File: src/rtl/hazard_ctrl.sv
// Hazard/sequencing controller: forwarding selects, stall/flush generation and mult/div sequencer.
// Forwarding paths are present only when HAZARD_FWD_EN is defined; otherwise RAW hazards stall.
module hazard_ctrl #(
  parameter int unsigned MUL_LAT = 4,
  parameter int unsigned DIV_LAT = 32
) (
  input  logic       clk,
  input  logic       reset,
  input  logic [4:0] rsD,
  input  logic [4:0] rtD,
  input  logic [4:0] rsE,
  input  logic [4:0] rtE,
  input  logic [4:0] writeregE,
  input  logic [4:0] writeregM,
  input  logic [4:0] writeregW,
  input  logic       regwriteE,
  input  logic       regwriteM,
  input  logic       regwriteW,
  input  logic       memtoregE,
  input  logic       memtoregM,
  input  logic       branchD,
  input  logic       jrD,
  input  logic       jumpD,
  input  logic       pcsrcD,
  input  logic       mdstartD,
  input  logic       mfhiloD,
  input  logic       mdstartE,
  input  logic       mddivE,
  output logic       forwardAD,
  output logic       forwardBD,
  output logic [1:0] forwardAE,
  output logic [1:0] forwardBE,
  output logic       stallF,
  output logic       stallD,
  output logic       flushD,
  output logic       flushE,
  output logic       md_busy,
  output logic       md_done
);

  localparam int unsigned CntW = $clog2(DIV_LAT) + 1;
  localparam logic [CntW-1:0] MulLoad = CntW'(MUL_LAT - 1);
  localparam logic [CntW-1:0] DivLoad = CntW'(DIV_LAT - 1);

  typedef enum logic {StIdle, StBusy} md_state_e;

  md_state_e       state_q, state_d;
  logic [CntW-1:0] cnt_q, cnt_d;

  logic lwstall, brstall, mdstall, rawstall, stall;

  // Register 0 is hardwired, so a write to it never creates a dependency.
  function automatic logic hit(input logic [4:0] src, input logic [4:0] dst, input logic we);
    return we & (src != 5'd0) & (src == dst);
  endfunction

  function automatic logic br_conflict(input logic [4:0] src);
    return hit(src, writeregE, regwriteE) | hit(src, writeregM, memtoregM);
  endfunction

`ifdef HAZARD_FWD_EN
  always_comb begin
    forwardAE = 2'b00;
    if (hit(rsE, writeregM, regwriteM))      forwardAE = 2'b10;
    else if (hit(rsE, writeregW, regwriteW)) forwardAE = 2'b01;
    forwardBE = 2'b00;
    if (hit(rtE, writeregM, regwriteM))      forwardBE = 2'b10;
    else if (hit(rtE, writeregW, regwriteW)) forwardBE = 2'b01;
  end

  assign forwardAD = hit(rsD, writeregM, regwriteM);
  assign forwardBD = hit(rtD, writeregM, regwriteM);
  assign rawstall  = 1'b0;
`else
  logic unused_fwd;
  assign unused_fwd = ^{rsE, rtE};

  assign forwardAE = 2'b00;
  assign forwardBE = 2'b00;
  assign forwardAD = 1'b0;
  assign forwardBD = 1'b0;
  // Without bypasses a consumer waits in D until its producer has left W.
  assign rawstall  = hit(rsD, writeregE, regwriteE) | hit(rtD, writeregE, regwriteE) |
                     hit(rsD, writeregM, regwriteM) | hit(rtD, writeregM, regwriteM) |
                     hit(rsD, writeregW, regwriteW) | hit(rtD, writeregW, regwriteW);
`endif

  assign lwstall = memtoregE & (writeregE != 5'd0) & ((writeregE == rsD) | (writeregE == rtD));
  assign brstall = (branchD & (br_conflict(rsD) | br_conflict(rtD))) | (jrD & br_conflict(rsD));
  assign mdstall = md_busy & (mdstartD | mfhiloD);
  assign stall   = lwstall | brstall | mdstall | rawstall;

  assign stallF = stall;
  assign stallD = stall;
  assign flushE = stall;
  assign flushD = (pcsrcD | jumpD | jrD) & ~stall;

  always_comb begin
    state_d = state_q;
    cnt_d   = cnt_q;
    unique case (state_q)
      StIdle: begin
        if (mdstartE) begin
          cnt_d   = mddivE ? DivLoad : MulLoad;
          state_d = StBusy;
        end
      end
      StBusy: begin
        if (cnt_q != '0) cnt_d = cnt_q - CntW'(1);
        else             state_d = StIdle;
      end
    endcase
  end

  always_ff @(posedge clk) begin
    if (reset) begin
      state_q <= StIdle;
      cnt_q   <= '0;
    end else begin
      state_q <= state_d;
      cnt_q   <= cnt_d;
    end
  end

  assign md_busy = (state_q == StBusy);
  assign md_done = md_busy & (cnt_q == '0);

endmodule

File: config.mk
export PLATFORM = sky130hd
export DESIGN_NAME = hazard_ctrl
export DESIGN_NICKNAME = d
export VERILOG_FILES = /design/src/rtl/hazard_ctrl.sv
export SDC_FILE = /design/constraint.sdc
export NUM_CORES = 1
export LEC_CHECK = 0
export ABC_AREA = 1
export CAP_MARGIN = 30
export CORE_MARGIN = 3
export CORE_UTILIZATION = 30
export DETAILED_ROUTE_END_ITERATION = 6
export HOLD_SLACK_MARGIN = 0.03
export PLACE_DENSITY = 0.74
export SLEW_MARGIN = 30
export SYNTH_ARGS = -nofsm -noshare
export SYNTH_HDL_FRONTEND = slang
export SYNTH_SLANG_ARGS = --single-unit
File: constraint.sdc
create_clock -name clk -period 4.1 [get_ports clk]
set_clock_uncertainty 0.2 [all_clocks]
set_input_delay 0.82 -clock clk [delete_from_list [all_inputs] [get_ports clk]]
set_output_delay 0.82 -clock clk [all_outputs]
set_load 0.02 [all_outputs]
[After elaboration in Yosys (flattened, before gate mapping)]
Cells that the tools add are included.
Storage, ports and cells
  register bits: 7
  bits of input ports: 50
  output and inout bits: 12
Operators by class
  $add $sub $neg: 1
  equal/unequal tests: 10
  mux-type cells: 7
  bitwise operators: 41
  reductions and logical operators: 6
Operators by type and width (number)
  $eq 5x5->1: 8
  $and 1x1->1: 23
  $or 1x1->1: 16
  $reduce_bool 5->1: 3
  $mux 6: 2
  $pmux 6 s2: 1
  $logic_not 6->1: 1
  $reduce_bool 6->1: 1
  $sub 6x1->6 const B: 1
  $mux 5: 1
  $mux 1: 2
  $ne 2x1->1 const B: 1
  $ne 2x2->1 const B: 1
  $not 1->1: 2
  $pmux 1 s2: 1
  $reduce_and 2->1: 1

[Longest topological paths before layout]
  depth in word-level cells: 12
  gate-level depth with buffers: 12
  depth with buffers taken out: 12

[Worst setup path before layout]
Ideal clock, no wire load.
  path kind: input to output
  start: input rsD[0]
  end: output flushD
  arrival: 1.865 ns
  required time: 3.080 ns
  slack: 1.215 ns
  cell stages on the path: 9
  buffers on the path: 0
  cells stage by stage: nor2_1 -> nand4_1 -> nand2_1 -> inv_1 -> nand3_1 -> nand2_1 -> nor2_2 -> nand3_2 -> nor2_1
Between the ends
  cells in the longest elaborated chain, start to end: 12
Ends and longest elaborated chain
  from (decl): RTL line 9  | input logic [4:0] rsD,
  $reduce_bool 5->1: RTL line 54  | return we & (src != 5'd0) & (src == dst);
  $and 1x1->1 (2 in a row): RTL line 54
  $or 1x1->1: RTL line 58  | return hit(src, writeregE, regwriteE) | hit(src, writeregM, memtoregM);
  $or 1x1->1: RTL line 89  | assign brstall = (branchD & (br_conflict(rsD) | br_conflict(rtD))) | (jrD & br_conflict(rsD));
  $and 1x1->1: RTL line 89
  $or 1x1->1: RTL line 89
  $or 1x1->1 (2 in a row): RTL line 91  | assign stall = lwstall | brstall | mdstall | rawstall;
  $or 1x1->1 *: RTL line 91
  via flushE: RTL line 36  | output logic flushE,
  $not 1->1 *: RTL line 96  | assign flushD = (pcsrcD | jumpD | jrD) & ~stall;
  $and 1x1->1 *: RTL line 96
  to (decl): RTL line 35  | output logic flushD,
Mark *: on every way through the listed nets, which the timed path passes. The rest lies on a longest branch.

[Worst setup path in the final report]
  start: input rsD[0]
  end: output flushD
Between the ends
  cells in the longest elaborated chain, start to end: 12
Ends and longest elaborated chain (RTL line)
  $reduce_bool 5->1: 54
  $and 1x1->1 (2 in a row): 54
  $or 1x1->1: 58
  $or 1x1->1: 89
  $and 1x1->1: 89
  $or 1x1->1: 89
  $or 1x1->1 (2 in a row): 91
  $or 1x1->1 *: 91
  $not 1->1 *: 96
  $and 1x1->1 *: 96
Mark *: on every way between the ends. The rest lies on a longest branch, timed or not.

==> flow_summary_export.csv <==
group,metric,value,unit
synth,yosysWarnings,0,
floorplan,rows,21,
worst_setup_path,cp-start-kind,"input pin",
run,maxCapViolations,0,
worst_setup_path,cpMaxStageDelayCell,"clkdlybuf4s50_1",
floorplan,die-area,4540,um2
layout,layout-drive-gt1-share,0.0500,
detailed_routing,wirelength,3050,um
placement,place_hpwl,2580,um
cts,root_buffer,"clkbuf_8",
power,p_seq_frac,0.227,
worst_setup_path,required,3.08,ns
sta,hold_viol_final,0,
worst_setup_path,cp_cell_sequence,"clkdlybuf4s50_1, nor2_1, nand4_1, nand2_1, inv_1, nand3_1, nand2_1, nor2_2, nand3_2, nor2_1, clkdlybuf4s50_1",
power,switching_share,0.377,
synth,synth_top_area_share,0.256,
sta,report.final.slew_viol_count,0,
cts,cts_max_level,1,
synth,syn_area,1130,um2
detailed_routing,ant_nets,0,
layout,finalInstanceArea,1630,um2
cts,numCtsBuffers,3,
global_route,grt_pass1_vias,1213,
placement,place_area,1590,um2
global_route,grt_util_all_layers,0.144,
synth,synth.distinct_cells,27,
sta,worst_slack,0.207,ns
sta,min_period_over_period,0.949,
power,p_leak,0.861,nW
layout,area_delta_synth_final,44.3,%
global_route,grt_max_degree,11,
worst_hold_path,hold_class,"flip-flop to flip-flop",
cts,cts_resized,0,
worst_setup_path,path_class,"input pin to primary output",
power,power_frac_comb,0.521,
detailed_routing,via_count,1323,
sta,setup_tns,0,ns
synth,synth_area_leaders,"nand2_1 (26%), inv_1 (13%), dfxtp_1 (12%)",
detailed_routing,viasPerCell,4.32,
power,vdd_drop_max,0.170,mV
global_route,antenna_found_initial,0,
floorplan,initial_core_util,0.326,
worst_setup_path,end_kind,"primary output",
synth,syn_area_per_cell,5.26,um2
power,finalPower,0.392,mW
worst_setup_path,path_delay_family,"buffers and inverters",
floorplan,die_y,67.4,um
synth,ys_seq_area_frac,0.124,
floorplan,fp.dieW,67.4,um
worst_setup_path,worst_ep_arrival_time,2.87,ns
cts,cts_tree,"yes",
layout,fin_util,0.470,
sta,fin_crit,3.89,ns
sta,max_freq,257,MHz
sta,final-setup-viol-count,0,
cts,cts.sinks,7,
worst_setup_path,crit_cells,11,
layout,finish.net_count,312,
detailed_routing,dr.pass1.iters,4,
power,clockPowerShare,0.251,
cts,cts_setup_buffers,0,
layout,final_cells,306,
floorplan,core_area,3470,um2
detailed_routing,drtIter0Drc,85,
cts,hold_buffers,0,
power,internal-power,0.244,mW
cts,insertion_delay,0.23,ns
global_route,grt_pass1_wl,5150,um
global_route,gr-total-overflow,0,
cts,clkSlewWorstSetupHoldPaths,0.04,ns
worst_setup_path,crit_fanout,5,
power,p_per_area,240,nW/um2
synth,synth-seq-cells,7,
cts,cts_buffer_depth,2,
worst_hold_path,whs_path_depth,3,
worst_setup_path,path_buf_inv,3,
sta,hold_ws,0.287,ns
sta,rsz0062_at_grt,"false",
placement,port_buffers,45,
floorplan,pin_count,62,
layout,diodes,0,
detailed_routing,wire_per_inst,9.96,um
detailed_routing,drcViolationCount,0,
placement,place_ws,0.208,ns
synth,syn_inst,215,
placement,place_congestion,0.821,
power,power.net_switching,0.148,mW
synth,synth_top_area_cell,"nand2_1",
worst_setup_path,cpPeakStageDelay,0.60,ns
run_status,outcome,"finished clean",
placement,place_inst,302,
worst_setup_path,r2r_cells,12,
-- layout make-up --
type,count,area [um2]
clock buffer,4,45.0
fill,377,1840
inverter,39,146
multi-input combinational,165,791
sequential,7,140
tap,46,57.6
timing repair buffer,45,450
-- synthesized netlist by cell type --
cell type	instances
nand2_1	77
inv_1	38
nor2_1	24
a21oi_1	10
nand3_1	10
buf_4	8
dfxtp_1	7
o21ai_0	7
xnor2_1	6
xor2_1	6
nand4_1	3
nand2_2	2
nand3_2	2
o31ai_1	2
a21o_1	1
buf_6	1
conb_1	1
ha_1	1
inv_2	1
nand2_4	1
nand3b_1	1
nor2_2	1
nor2_4	1
nor2b_1	1
nor3_1	1
or2_2	1
or2_4	1
-- registers in the layout (all words and copies together), names as in the netlist --
signal   count
md_busy      1
cnt_q        6
-- power groups by stage --
stage / sequential, mW / combinational, mW / clock [mW]
after floorplan: 0.0874 / 0.133 / 0
after global placement: 0.0898 / 0.201 / 0
after detailed placement: 0.0899 / 0.204 / 0
after CTS: 0.0890 / 0.206 / 0.102
after global routing: 0.0904 / 0.232 / 0.103
final: 0.0890 / 0.204 / 0.0984
-- worst register-to-register path: cells and delay by family, from the launching register on --
kind            cells  cell delay [ns]
compound gates      1             0.07
fa+ha+maj           1             0.15
buf+inv             3             0.18
flops               1             0.30
simple gates        7             0.73
-- cell usage in the layout, fill, tap and decap left out, types with 2 or more instances in the layout --
master,instances
a21oi_1,10
clkbuf_8,3
clkdlybuf4s50_1,45
conb_1,6
dfxtp_1,7
inv_1,38
nand2_1,77
nand2_2,2
nand3_1,10
nand3_2,2
nand4_1,3
nor2_1,24
o21ai_0,7
o31ai_1,2
xnor2_1,6
xor2_1,6
-- final timing paths --
| path | from | slack [ns] | endpoint |
|---|---|---|---|
| setup reg to reg | cnt_q[0]$_SDFFE_PP0P_ | 2.34 | cnt_q[1]$_SDFFE_PP0P_ |
| hold reg to reg | cnt_q[0]$_SDFFE_PP0P_ | 0.29 | cnt_q[0]$_SDFFE_PP0P_ |
| setup / recovery | rsD[0] | 0.21 | flushD |
| hold / removal | cnt_q[0]$_SDFFE_PP0P_ | 0.29 | cnt_q[0]$_SDFFE_PP0P_ |
-- layer usage --
layer,GRT usage,share of wire
met1,0.167,0.42
met2,0.272,0.50
met3,0.0183,0.063
met4,0.0380,0.0095
met5,0,0
-- logic make-up after synthesis --
family                     count (synthesis)  share of synthesized area
and+or+nand+nor                          126                      0.481
buffers and inverters                     48                      0.193
AOI/OAI and AO/OA                         20                     0.0952
xor gates and xnor gates                  12                     0.0930
DFF                                        7                      0.124
adders and majority gates                  1                     0.0111
other                                      1                    0.00332
Power figures use the tool's default switching activity.
